`config.mk`:
```
export PLATFORM = sky130hd
export DESIGN_NAME = rfPhoenix_pma_prio_enc
export DESIGN_NICKNAME = d
export VERILOG_FILES = /design/src/rtl/rfphoenix_pma_checker_prio_enc.sv
export SDC_FILE = /design/constraint.sdc
export NUM_CORES = 1
export LEC_CHECK = 0
export CAP_MARGIN = 20
export CORE_AREA = 2 2 39 41
export DETAILED_ROUTE_END_ITERATION = 8
export DIE_AREA = 0 0 41 43
export DONT_BUFFER_PORTS = 1
export GPL_TIMING_DRIVEN = 0
export PLACE_DENSITY = 0.3
export SLEW_MARGIN = 25
export SYNTH_ARGS = -nofsm -noshare
export SYNTH_HDL_FRONTEND = slang
export SYNTH_SLANG_ARGS = --single-unit
```
`constraint.sdc`:
```
create_clock -name vclk -period 0.8
set_clock_uncertainty 0.05 [all_clocks]
set_input_delay 0.04 -clock vclk [all_inputs]
set_output_delay 0.04 -clock vclk [all_outputs]
set_load 0.1 [all_outputs]
```
`src/rtl/rfphoenix_pma_checker_prio_enc.sv`:
```
// rfPhoenix_pma_prio_enc: highest-index-wins priority encoder.
//   req_i   - one request bit per region
//   found_o - at least one bit of req_i is set
//   idx_o   - index of the highest set bit (0 when none)
module rfPhoenix_pma_prio_enc #(
   parameter int N  = 8,
   parameter int IW = $clog2(N)
) (
   input  logic [N-1:0]  req_i,
   output logic          found_o,
   output logic [IW-1:0] idx_o
);

   // Ascending scan: a later (higher) hit overwrites an earlier one.
   always_comb begin
      found_o = 1'b0;
      idx_o   = '0;
      for (int i = 0; i < N; i++) begin
         if (req_i[i]) begin
            found_o = 1'b1;
            idx_o   = i[IW-1:0];
         end
      end
   end

endmodule

```
======== Word-level counts from Yosys, hierarchy flattened ========
Index checks and enable logic that the tools add are counted.
word-level totals
  flip-flop bits (word level) ............. 0
  input port bits ......................... 8
operators by class
  multiplexer cells ....................... 15
operator list
  kind               count
  3-bit two-way mux  6
  1-bit two-way mux  9

======== Logic depth before layout (Yosys ltp) ========
  word-level depth ........................ 8
  mapped depth ............................ 3
  depth with buffers taken out ............ 3

======== Least setup slack after synthesis ========
OpenSTA, ideal clock, no wires.
  path type ............................... input port to output port
  start ................................... input port req_i[2]
  end ..................................... output port idx_o[0]
  data arrival time ....................... 2351 ps
  slack ................................... -1641 ps
  cell stages on the path ................. 3
  path buffers ............................ 0
  cells stage by stage .................... clkinv_1 > a21oi_1 > o31ai_1
between the ends
  longest elaborated chain between the ends .. 6
ends and longest elaborated chain
  what                            line  RTL
  start, declared                 9     input logic [N-1:0] req_i,
  3-bit two-way mux (6 in a row)  19    if (req_i[i]) begin
  end, declared                   11    output logic [IW-1:0] idx_o
No other way between the ends.

======== Worst setup path in the final report ========
Same ends and word-level chain as after synthesis.

==> results.cfg <==
[detailed_routing]
remaining_drc_errors = 0
final_antenna_net_count = 0
detail_route.wl_per_cell_um = 12.52
drt_iter0_markers = 0
drt-total-wl_um = 363
drt_pass1_iterations = 1
via_count = 98
avgViaCountPerCell = 3.379

[outcome]
violations = negative setup slack
outcome = finished, violations left

[finish]
diodes = 0
clkbuf_count = 0
area_delta_synth_final_pct = 202.2
utilization = 0.1257
drive_gt1_frac = 0.6154
seqCellArea_um2 = 0
fin_nets = 23
seq_cell_count = 0
design_area_um2 = 173.9
fin_cells = 29

[timing]
hold_viol_final = 0
fmaxAchievable_mhz = 962.8
period_needed_ns = 1.039
tightest_slew_ns = 1.078
setup_ws_ns = -0.2387
setup_violations = 2
worst_slew_margin_rel = 0.2832
period_share = 1.298
final-max-slew-violation-count = 0
rsz0062_at_grt = true
whs_ns = 0.2470
finalSetupTns_ns = -0.4705

[floorplan]
start_util = 0.04159
rows = 14
coreArea_um2 = 1384
die-area_um2 = 1763
fp.dieW_um = 41
die_height_um = 43
io_pins = 12

[critical_path]
cp.required_ns = 0.71
crit_start = req_i[2]
arrival_ns = 0.95
path_max_fanout = 2
crit_path_end = idx_o[0]
start_kind = primary input
end_kind = primary output
path_class = primary input to primary output

[power_and_ir_drop]
share_seq_of_total_power = 0
intPower_mw = 0.02441
p_sw_frac = 0.7659
vdd_drop_max_uv = 142.8
leakagePower_nw = 0.04769
power_switching_mw = 0.07987
p_per_area_nw_per_um2 = 599.6
power.clock.fraction = 0
pwr-share-comb = 1.000

[logic_synthesis]
synth_area_leaders = nor2_1, o31ai_1, a21oi_1
ys_types = 7
synth.cell_area_um2 = 57.56
synth_fp_nets = 20
yosysMostFrequentCell = nor2_1
synth_top_family_by_area = compound AO/OA/AOI/OAI gates
ys_seq_area_frac = 0
synth-compound-area-share = 0.4348
synth_top_area_frac = 0.2609
synthSimpleGateAreaFrac = 0.4348
post_synth_inst_count = 12
synth_mux_area_frac = 0
avgSynthCellArea_um2 = 4.796
synth_xor_area_frac = 0
synthTopCellsByCount = nor2_1, a21oi_1, o31ai_1
synth_fa_ha_area_frac = 0
yosysWarnings = 0
yosys.area.top_type = nor2_1

[global_route]
antenna_found_initial = 0
grt_pass1_vias = 115
grt_overflow_total = 0
grt_pass1_wl_um = 565
grt_usage = 0.04496
grt_start_max_net_pins = 4

[place]
place_inst = 29
placed_area_um2 = 147.6
numPortBuffers = 0
place_congestion = 0.6450

[worst_hold_path]
hold_class = primary input to primary output

[cts]
hold_buffers = 0
cts_setup_buffers = 0

[flow_run]
maxCapViolCount = 0
-- layer usage --
| metal | vias up | share of wire | GRT usage |
|---|---|---|---|
| li1 | 46 | - | - |
| met1 | 40 | 0.23 | 0.03797 |
| met2 | 12 | 0.31 | 0.05625 |
| met3 | 0 | 0.47 | 0.07853 |
| met4 | 0 | 0 | 0 |
| met5 | - | 0 | 0 |
-- kinds of logic (layout without fill, tap and decap cells) --
group	after synthesis	count (layout)
buffers and inverters	2	3
and+or+nand+nor	6	6
AOI/OAI and AO/OA	4	4
-- worst max-delay path, cell delays in order --
cell      delay [ns]
clkinv_8        0.02
a21oi_4         0.04
o31ai_4         0.84
-- cell type report --
type | count | area, um2
tap | 16 | 20.02
multi-input combinational | 10 | 106.4
timing repair buffer | 1 | 27.53
inverter | 2 | 20.02
fill | 158 | 1210
-- through the flow --
stage	setup slack (ns)	power (mW)
global placement	-0.4131	0.09457
global route	-0.2578	0.1087
floorplan	-0.3745	0.09156
CTS	-0.2982	0.1057
finish	-0.2387	0.1043
detailed placement	-0.3034	0.09758
-- layout by cell type (no fill, tap or decap) --
| cell | Yosys | layout |
|---|---|---|
| buf_16 | 0 | 1 |
| nor2_1 | 4 | 2 |
| inv_1 | 1 | 1 |
| a21oi_4 | 0 | 1 |
| clkinv_8 | 0 | 1 |
| o31ai_4 | 0 | 2 |
| nand2_2 | 0 | 1 |
| a21oi_1 | 2 | 1 |
| nand4_1 | 1 | 1 |
| nor2_4 | 0 | 2 |
-- worst min path at each step --
| stage | from | end | slack, ns | depth (start not counted) |
|---|---|---|---|---|
| 2_1_floorplan | req_i[4] | idx_o[0] | 0.24 | 1 |
| 3_3_place_gp | req_i[4] | idx_o[1] | 0.25 | 1 |
| 3_5_place_dp | req_i[4] | idx_o[0] | 0.25 | 1 |
| 4_1_cts | req_i[4] | idx_o[0] | 0.22 | 1 |
| 5_1_grt | req_i[4] | idx_o[0] | 0.25 | 1 |
| 6_report | req_i[4] | idx_o[0] | 0.25 | 1 |
-- power by group through the flow --
stage	Sequential, mW	Combinational [mW]	Clock [mW]
global placement	0	0.0946	0
detailed placement	0	0.0976	0
CTS	0	0.106	0
finish	0	0.104	0
floorplan	0	0.0916	0
global route	0	0.109	0
-- timing repair --
action | in CTS | in global routing
endpoints found under the setup margin | 3 | 2
resized for setup | 6 | 0
pin swaps | 2 | 3
No activity file was read; power rests on OpenSTA's default activity.
